==> src/rtl/nes_joypad_port.sv <==
// rtl/nes_joypad_port.sv - NES standard controller responder (CD4021 emulation) with A/B turbo
module nes_joypad_port #(
    parameter int FREQ     = 37_800_000,
    parameter int FIRERATE = 10
) (
    input  logic       clk,
    input  logic       reset,
    input  logic [7:0] buttons,
    input  logic       turbo_a,
    input  logic       turbo_b,
    input  logic       strobe,
    input  logic       read,
    output logic       dout,
    output logic [3:0] count
);

    localparam int DELAY = FREQ / FIRERATE / 2;
    localparam int TW    = (DELAY > 1) ? $clog2(DELAY) : 1;
    localparam logic [TW-1:0] TIMER_LAST = TW'(DELAY - 1);

    logic [TW-1:0] timer;
    logic          phase;
    logic [7:0]    sr;
    logic [7:0]    eff;

    // Free-running autofire oscillator, shared by A and B.
    always_ff @(posedge clk or posedge reset) begin
        if (reset) begin
            timer <= '0;
            phase <= 1'b1;
        end else if (timer == TIMER_LAST) begin
            timer <= '0;
            phase <= ~phase;
        end else begin
            timer <= timer + 1'b1;
        end
    end

    always_comb begin
        eff    = buttons;
        eff[0] = buttons[0] & (~turbo_a | phase);
        eff[1] = buttons[1] & (~turbo_b | phase);
    end

    // Load wins over shift; ones shift in from the top so reads past 8 return 1.
    always_ff @(posedge clk or posedge reset) begin
        if (reset) begin
            sr    <= 8'h00;
            count <= 4'd0;
        end else if (strobe) begin
            sr    <= eff;
            count <= 4'd0;
        end else if (read) begin
            sr <= {1'b1, sr[7:1]};
            if (count != 4'd8) begin
                count <= count + 4'd1;
            end
        end
    end

    assign dout = sr[0];

endmodule

==> config.mk <==
export PLATFORM = sky130hd
export DESIGN_NAME = nes_joypad_port
export DESIGN_NICKNAME = d
export VERILOG_FILES = /design/src/rtl/nes_joypad_port.sv
export SDC_FILE = /design/constraint.sdc
export NUM_CORES = 1
export LEC_CHECK = 0
export ABC_AREA = 0
export CORE_MARGIN = 2
export CORE_UTILIZATION = 59
export DETAILED_ROUTE_END_ITERATION = 8
export PLACE_DENSITY = 0.83
export SETUP_SLACK_MARGIN = 0.1
export SYNTH_ARGS = -nofsm -noshare
export SYNTH_HDL_FRONTEND = slang
export SYNTH_SLANG_ARGS = --single-unit
==> constraint.sdc <==
create_clock -name clk -period 5 [get_ports clk]
set_clock_uncertainty 0.15 [all_clocks]
set_input_delay 1 -clock clk [delete_from_list [all_inputs] [get_ports clk]]
set_output_delay 1 -clock clk [all_outputs]
set_load 0.02 [all_outputs]
# Word level (Yosys, flattened, before mapping)
# Index checks and enable logic that the tools add are counted.
[classes]
addsub = 2
eq_ne = 2
mux = 6
n_bitwise = 7
reduce_logical = 3
[op_table]
columns = ["op", "n"]
rows = [
  ["adder 21 x 1 -> 21 bit (second input constant)", 1],
  ["== test 21 bit (second input constant)", 1],
  ["2-to-1 mux 21 bit", 1],
  ["2-to-1 mux 8 bit", 2],
  ["2-to-1 mux 4 bit", 3],
  ["adder 4 x 1 -> 4 bit (second input constant)", 1],
  ["inequality test 4 bit (second input constant)", 1],
  ["nonzero test 2 bit", 2],
  ["NOT 1 bit", 3],
  ["bitwise AND 1 bit", 2],
  ["bitwise OR 1 bit", 2],
  ["AND reduction 2 bit", 1],
]
[totals]
reg_bits = 34
output_inout_bits = 5

# Logic depth before layout (Yosys ltp)
# Gate-level depths: netlist (run 1).
[logic_depth]
ltp_word = 4
depth_mapped = 6

# Worst setup path after synthesis (run 1)
# No wires, ideal clock.
[synth_timing]
kind = "register -> register"
start = "reg timer[0]"
end = "reg timer[10]"
setup_ps = 119
t_arrival_ps = 1746
required_time_ps = 4731
setup_slack_ps = 2985
path_stages_with_launch = 7
synth_period_minus_slack_ps = 2015
cell_sequence = "dfrtp_1 -> ha_1 -> nand3_2 -> or4_4 -> nor4_4 -> buf_6 -> nor2_1"
[synth_via]
elab_chain_cells = 2
[synth_lines]
columns = ["item", "line_no", "text"]
rows = [
  ["start, declared", "21", "logic [TW-1:0] timer;"],
  ["start signal, assigned", "35", "timer <= timer + 1'b1;"],
  ["adder 21 x 1 -> 21 bit / == test 21 bit (equally long branches)", "35, 31", ""],
  ["2-to-1 mux 21 bit *", "31", "end else if (timer == TIMER_LAST) begin"],
]
# Mark *: on every way between the ends. The rest lies on a longest branch, timed or not.
# A chain may end at the register's enable or synchronous reset.

# Worst setup path after layout (run 1)
[layout_timing]
start = "reg count[2]"
end = "out count[2]"
[layout_lines]
columns = ["item", "line_no", "text"]
rows = [
  ["start, declared", "14", "output logic [3:0] count"],
  ["start signal, assigned", "56", "count <= count + 4'd1;"],
]
# No word-level cell between the ends.

==> results of run 1 <==
path summary, 6_finish.rpt:
kind,start,endpoint,cells past startpoint
worst max-delay path,count[2],count[2],1
worst max register to register,timer[0],timer[19],5
worst min-delay path,timer[0],timer[0],1
min in group asynchronous,reset,count[1],3
max in group asynchronous,reset,phase,3
worst min register to register,timer[0],timer[0],1
where the power goes:
part           switching [mW]  internal (mW)
Sequential            0.00563          0.283
Clock                  0.0917         0.0681
Combinational          0.0215         0.0225
through the flow:
step | cell area (µm²) | hold slack, ns
floorplan | 1650 | 0.301
global placement | 1860 | 0.327
detailed placement | 1860 | 0.336
CTS | 1920 | 0.350
global route | 1920 | 0.390
finish | 1920 | 0.354
logic make-up after synthesis:
kind of cell / Yosys count / share of synthesized area, %
buffers and inverters: 11 / 2.95
adder cells (fa/ha/maj): 3 / 2.27
flip-flops: 34 / 51.6
XOR/XNOR: 20 / 10.6
AND/OR/NAND/NOR: 67 / 22.0
AO/OA/AOI/OAI: 17 / 5.83
multiplexers: 8 / 4.85
Yosys cell counts, drive strengths merged, types with 2 or more instances:
| master | number |
|---|---|
| a211oi | 2 |
| a21oi | 4 |
| and3 | 2 |
| buf | 2 |
| clkbuf | 2 |
| dfrtp | 33 |
| ha | 3 |
| inv | 7 |
| mux2i | 8 |
| nand2 | 12 |
| nand3 | 7 |
| nand4 | 8 |
| nor2 | 20 |
| nor2b | 3 |
| nor3 | 7 |
| nor4 | 3 |
| o21ai | 9 |
| xnor2 | 12 |
| xor2 | 8 |
area by class of cell:
cell class	instances	area [µm²]
clock buffer	7	55.1
clock inverter	1	5.00
fill	204	793
inverter	7	26.3
multi-input combinational	115	752
sequential	34	852
tap	31	38.8
timing repair buffer	19	188
registers in the layout, summed over array words and instances (netlist names):
| signal | cells |
|---|---|
| phase | 1 |
| count | 4 |
| sr | 8 |
| timer | 21 |
per-layer routing:
metal  share of wire (%)  global-route usage [%]
met3                 6.2                    10.2
met4                 2.1                    8.97
met2                  47                    31.7
met1                  45                    26.3
met5                   0                       0
==> results.toml, run 1 <==
[clock_network]
cts_root_buffer = "clkbuf_4"
insertion_delay_ns = 0.34
cts.sinks = 34
cts_resized = 0
cts_hold_buf = 0
path_clk_slew_ns = 0.11
cts_buffers = 5
cts_max_level = 2
cts_tree = "done"
clk_path_buf_depth = 2
postCtsSetupRepairBufs = 0

[critical_path]
critPathCaptureType = "output pin"
crit_family = "buffers and inverters"
critPathLaunchType = "flop"
crit_arrival_ns = 1.41
max_stage_delay_ns = 0.63
cp_max_fo = 5
cp_cell_sequence = "clkdlybuf4s50_1"
cp.required_ns = 3.85
critPathBufInv = 1
critPathKind = "reg2out"
r2r_slack_ns = 2.52
critPathSlowestCell = "clkdlybuf4s50_1"

[timing]
clock.fmax_mhz = 391
fin_crit_ns = 2.56
tightestPinTransition_ns = 0.797
hold_violations = 0
period_share_pct = 51.2
setup_ws_ns = 2.44
slew_headroom_pct = 46.5
grt_setup_unrepaired = "false"
tns_ns = 0
setup_viol_count_final = 0
finalMaxSlewViolations = 0

[grt]
grt_max_degree = 35
grt_use_total_pct = 21.1
antenna_found_initial = 0
grt_pass1_vias = 1215
grt_pass1_wl_um = 5190
grt-ovfl-total = 0

[floorplan]
die_area_um2 = 3240
pin_count = 19
num_rows = 19
die_y_um = 56.9
design.core.area_um2 = 2710
initial_core_util_pct = 61.0
die_width_um = 56.9

[routing]
drt_wl_total_um = 2970
drtPass1Iterations = 4
drt-wirelength-per-cell_um = 13.9
vias_per_cell = 5.79
vias = 1239
drc = 0
ant_nets = 0
drt_iter0_drc = 33

[finish]
synthToLayoutAreaGrowth_pct = 16.0
layout_commonest_cell = "dfrtp_1"
diodes = 0
post-route-util_pct = 70.7
layout_common_cells = "33 x dfrtp_1, 20 x nor2_1, 18 x clkdlybuf4s50_1"
layoutNonFillerInstCount = 214
drive_gt1_share_pct = 7.65
fin_nets = 199

[synthesis]
ys_warn_count = 0
synthArstFlopShare_pct = 100
ys.flop_type = "dfrtp_1"
synth.avg_cell_area_um2 = 10.3
synth_top_area_cell = "dfrtp_1"
synth_area_leaders = "dfrtp_1 50%, xnor2_1 6.4%, mux2i_1 4.8%"
synthCells = 160
yosys.cell_types.count = 32
yosysTopAreaCellShare_pct = 50.0
yosysSeqAreaShare_pct = 51.6
syn_nets = 177
syn_area_um2 = 1650
synth-edff-count = 0
ys_seq_elements = 34

[placed_design]
hpwl_um = 2090
dp_slack_ns = 2.33
gp_congestion = 0.810
dp.cells = 206
io_buffers = 18

[job]
max-cap-violations = 0

[pwr]
peakVddDrop_uv = 251
leakage_nw = 0.862
p_total_uw = 492
power_density_nw_per_um2 = 257

[run_status]
outcome = "completed"

[worst_hold_path]
hold_path.class = "reg2reg"
(Power assumes the default switching activity.)
==> inputs of run 2 (changes only) <==
CORE_UTILIZATION = 49   (was 59)
PLACE_DENSITY = 0.74   (was 0.83)
clock period = 2.1 ns   (was 5 ns; I/O delays follow)
==> results.toml, run 2 (synthesized netlist as in run 1, its figures left out) <==
[run_status]
outcome = "completed"

[pwr]
power_density_nw_per_um2 = 619
peakVddDrop_uv = 391
leakage_nw = 0.907
p_total_mw = 1.26

[timing]
tns_ns = 0
period_share_pct = 92.5
setup_viol_count_final = 0
hold_slack_ns = 0.326
hold_violations = 0
finalMaxSlewViolations = 0
setup_ws_ns = 0.158
clock.fmax_mhz = 515
slew_headroom_pct = 66.3
grt_setup_unrepaired = "false"
fin_crit_ns = 1.94
tightestPinTransition_ns = 0.503

[critical_path]
critPathSlowestCell = "clkdlybuf4s50_1"
crit_arrival_ns = 1.37
cp_cell_sequence = "clkdlybuf4s50_1"
max_stage_delay_ns = 0.62
cp.required_ns = 1.53
cp_max_fo = 5
crit_family = "buffers and inverters"
critPathLaunchType = "flop"
critPathKind = "reg2out"
startpoint = "count[2]"
critPathCaptureType = "output pin"
critPathBufInv = 1
timing.rr.start = "timer[0]"

[finish]
layoutNonFillerInstCount = 236
final_area_um2 = 2030
top_regs = "timer (21), sr (8), count (4)"
diodes = 0
largest_register_ffs = 21
post-route-util_pct = 61.8
multiInputGateArea_um2 = 772
regMostFlops = "timer"
fin_nets = 206
synthToLayoutAreaGrowth_pct = 22.8
fill_cells = 274
layout_commonest_cell = "dfrtp_1"
register_area_um2 = 852
drive_gt1_share_pct = 12.6
layout_common_cells = "33 x dfrtp_1, 20 x nor2_1, 18 x clkdlybuf4s50_1"

[grt]
grt_pass1_vias = 1152
grt_use_total_pct = 17.1
grt_pass1_wl_um = 4790
antenna_found_initial = 0
grt-ovfl-total = 0
grt_max_degree = 35

[clock_network]
cts_root_buffer = "clkbuf_4"
cts_tree = "done"
path_clk_slew_ns = 0.10
clk_path_buf_depth = 2
insertion_delay_ns = 0.33
cts_max_level = 2
cts.sinks = 34
cts_buffers = 5
cts_hold_buf = 0

[routing]
drt_iter0_drc = 25
drtPass1Iterations = 4
drc = 0
vias_per_cell = 5.27
vias = 1243
drt_wl_total_um = 3040
drt-wirelength-per-cell_um = 12.9
ant_nets = 0

[floorplan]
die_area_um2 = 3850
die_y_um = 62.1
num_rows = 21
pin_count = 19
die_width_um = 62.1
design.core.area_um2 = 3280
initial_core_util_pct = 50.3

[placed_design]
gp_congestion = 0.834
hpwl_um = 2200
dp_slack_ns = 0.151
placed_area_um2 = 1930
io_buffers = 18
dp.cells = 228

[job]
max-cap-violations = 0

[worst_hold_path]
hold_path.class = "in2async"
run 2: area by class of cell:
class                   instances  share of cell area, %
clock buffers                   5                   1.85
clock inverters                 3                   1.97
inverters                       7                   1.29
multi-input cells             115                   38.0
flip-flops and latches         34                   42.0
well taps                      46                   2.84
repair buffers                 26                   12.0
run 2: timing repair:
item / CTS / global route
setup endpoints to repair: 0 / 14
setup buffers: 0 / 0
resized for setup: 0 / 4
hold endpoints to repair: 0 / 0
run 2: final timing paths:
path / endpoint / slack (ns) / cells after the start
min: count[0] / 0.33 / 3
min in group clk: timer[11] / 0.37 / 1
min reg2reg: timer[11] / 0.37 / 1
max reg2reg: timer[20] / 0.18 / 6
max in group asynchronous: phase / 1.15 / 3
max: count[2] / 0.16 / 1
run 2: power breakdown:
group | switching [mW] | internal (mW) | leakage, nW
Clock | 0.217 | 0.247 | 0.0450
Sequential | 0.0127 | 0.674 | 0.440
Combinational | 0.0514 | 0.0559 | 0.423
run 2: per-layer routing:
metal  share of wire, %  up-vias  GRT usage, %
met4               0.59        0          7.90
met5                  0        -             0
met1                 45      607          20.7
li1                   -      610             -
met2                 51       22          28.9
met3                3.1        4          3.73
==> inputs of run 3 (changes only) <==
CORE_UTILIZATION = 30   (was 49)
PLACE_DENSITY = not set   (was 0.74)
==> results.toml, run 3 (synthesized netlist as in run 1, its figures left out) <==
[routing]
drt-wirelength-per-cell_um = 12.2
vias_per_cell = 4.66
vias = 1220
ant_nets = 0
drtPass1Iterations = 4
drt_iter0_drc = 55
drt_wl_total_um = 3200
drc = 0

[timing]
setup_viol_count_final = 0
finalMaxSlewViolations = 0
grt_setup_unrepaired = "false"
tightestPinTransition_ns = 0.503
fin_crit_ns = 1.91
clock.fmax_mhz = 522
slew_headroom_pct = 66.3
period_share_pct = 91.1
hold_violations = 0
tns_ns = 0

[finish]
top_regs = "timer (21), sr (8), count (4)"
final_area_um2 = 2080
synthToLayoutAreaGrowth_pct = 25.9
layout_commonest_cell = "dfrtp_1"
fin_nets = 206
largest_register_ffs = 21
regMostFlops = "timer"
drive_gt1_share_pct = 11.1
layout_common_cells = "33 x dfrtp_1, 20 x nor2_1, 18 x clkdlybuf4s50_1"
fill_cells = 543
diodes = 0

[grt]
grt_max_degree = 35
grt_use_total_pct = 11.4
grt_pass1_vias = 1209
grt_pass1_wl_um = 5470
antenna_found_initial = 0
grt-ovfl-total = 0

[clock_network]
cts_max_level = 2
cts_root_buffer = "clkbuf_8"
cts_buffers = 5
postCtsSetupRepairBufs = 0
cts_hold_buf = 0
cts.sinks = 34
clk_path_buf_depth = 2
path_clk_slew_ns = 0.07
insertion_delay_ns = 0.29
cts_tree = "done"

[critical_path]
critPathKind = "reg2out"
crit_cells = 1
critPathBufInv = 1
critPathCaptureType = "output pin"
r2r_cells = 6
cp.required_ns = 1.53
critPathLaunchType = "flop"
max_stage_delay_ns = 0.63
crit_arrival_ns = 1.34
crit_family = "buffers and inverters"
cp_cell_sequence = "clkdlybuf4s50_1"
cp_max_fo = 5
critPathSlowestCell = "clkdlybuf4s50_1"

[floorplan]
num_rows = 27
die_width_um = 78.2
design.core.area_um2 = 5410
die_y_um = 78.2
die_area_um2 = 6120
initial_core_util_pct = 30.6
pin_count = 19

[placed_design]
placed_area_um2 = 1950
io_buffers = 18
hpwl_um = 2230
gp_congestion = 0.719

[job]
max-cap-violations = 0

[worst_hold_path]
hold_path.class = "in2async"

[run_status]
outcome = "completed"

[pwr]
leakage_nw = 0.917
power_density_nw_per_um2 = 663
peakVddDrop_uv = 222
==> run 3: what timing repair did <==
action,4_1_cts,5_1_grt
pin swaps,0,2
gates resized for setup,1,2
gates cloned,0,1
endpoints found under the setup margin,1,15
==> run 3: cell type report <==
type,instances,area [µm²],area share (%)
clock buffers,7,76.3,3.67
clock inverters,1,30.0,1.44
inverters,7,26.3,1.26
multi-input cells,115,764,36.7
flip-flops and latches,34,852,40.9
well taps,72,90.1,4.33
repair buffers,26,241,11.6
==> run 3: path summary, 6_finish.rpt <==
| check | from | to | slack, ns |
|---|---|---|---|
| max in group asynchronous | reset | phase | 1.09 |
| min reg2reg | timer[0] | timer[0] | 0.37 |
| max reg2reg | timer[0] | timer[10] | 0.22 |
| min | reset | sr[6] | 0.37 |
| min in group clk | timer[0] | timer[0] | 0.37 |
| max | count[2] | count[2] | 0.19 |
==> run 3: stage by stage <==
stage	total power, mW	setup WS, ns	hold slack [ns]	util [%]	cells
final	1.38	0.186	0.370	38.5	262
after global routing	1.45	0.122	0.394	38.5	262
after CTS	1.40	0.103	0.333	38.2	261
after detailed placement	0.810	0.109	0.323	36.1	253
after global placement	0.807	0.186	0.312	36.1	253
after floorplan	0.755	0.128	0.301	-	160
==> run 3: where the power goes <==
part	switching, mW	total [mW]	leakage, nW	internal, mW
Sequential	0.0117	0.686	0.440	0.674
Combinational	0.0523	0.108	0.425	0.0560
Clock	0.231	0.585	0.0524	0.355
==> run 3: routing by layer <==
metal | track usage [%] | part of all wire, % | vias up
met4 | 3.68 | 1.3 | 0
met1 | 15.0 | 50 | 576
met5 | 0 | 0 | -
li1 | - | - | 611
met3 | 4.48 | 5.8 | 4
met2 | 17.3 | 43 | 29
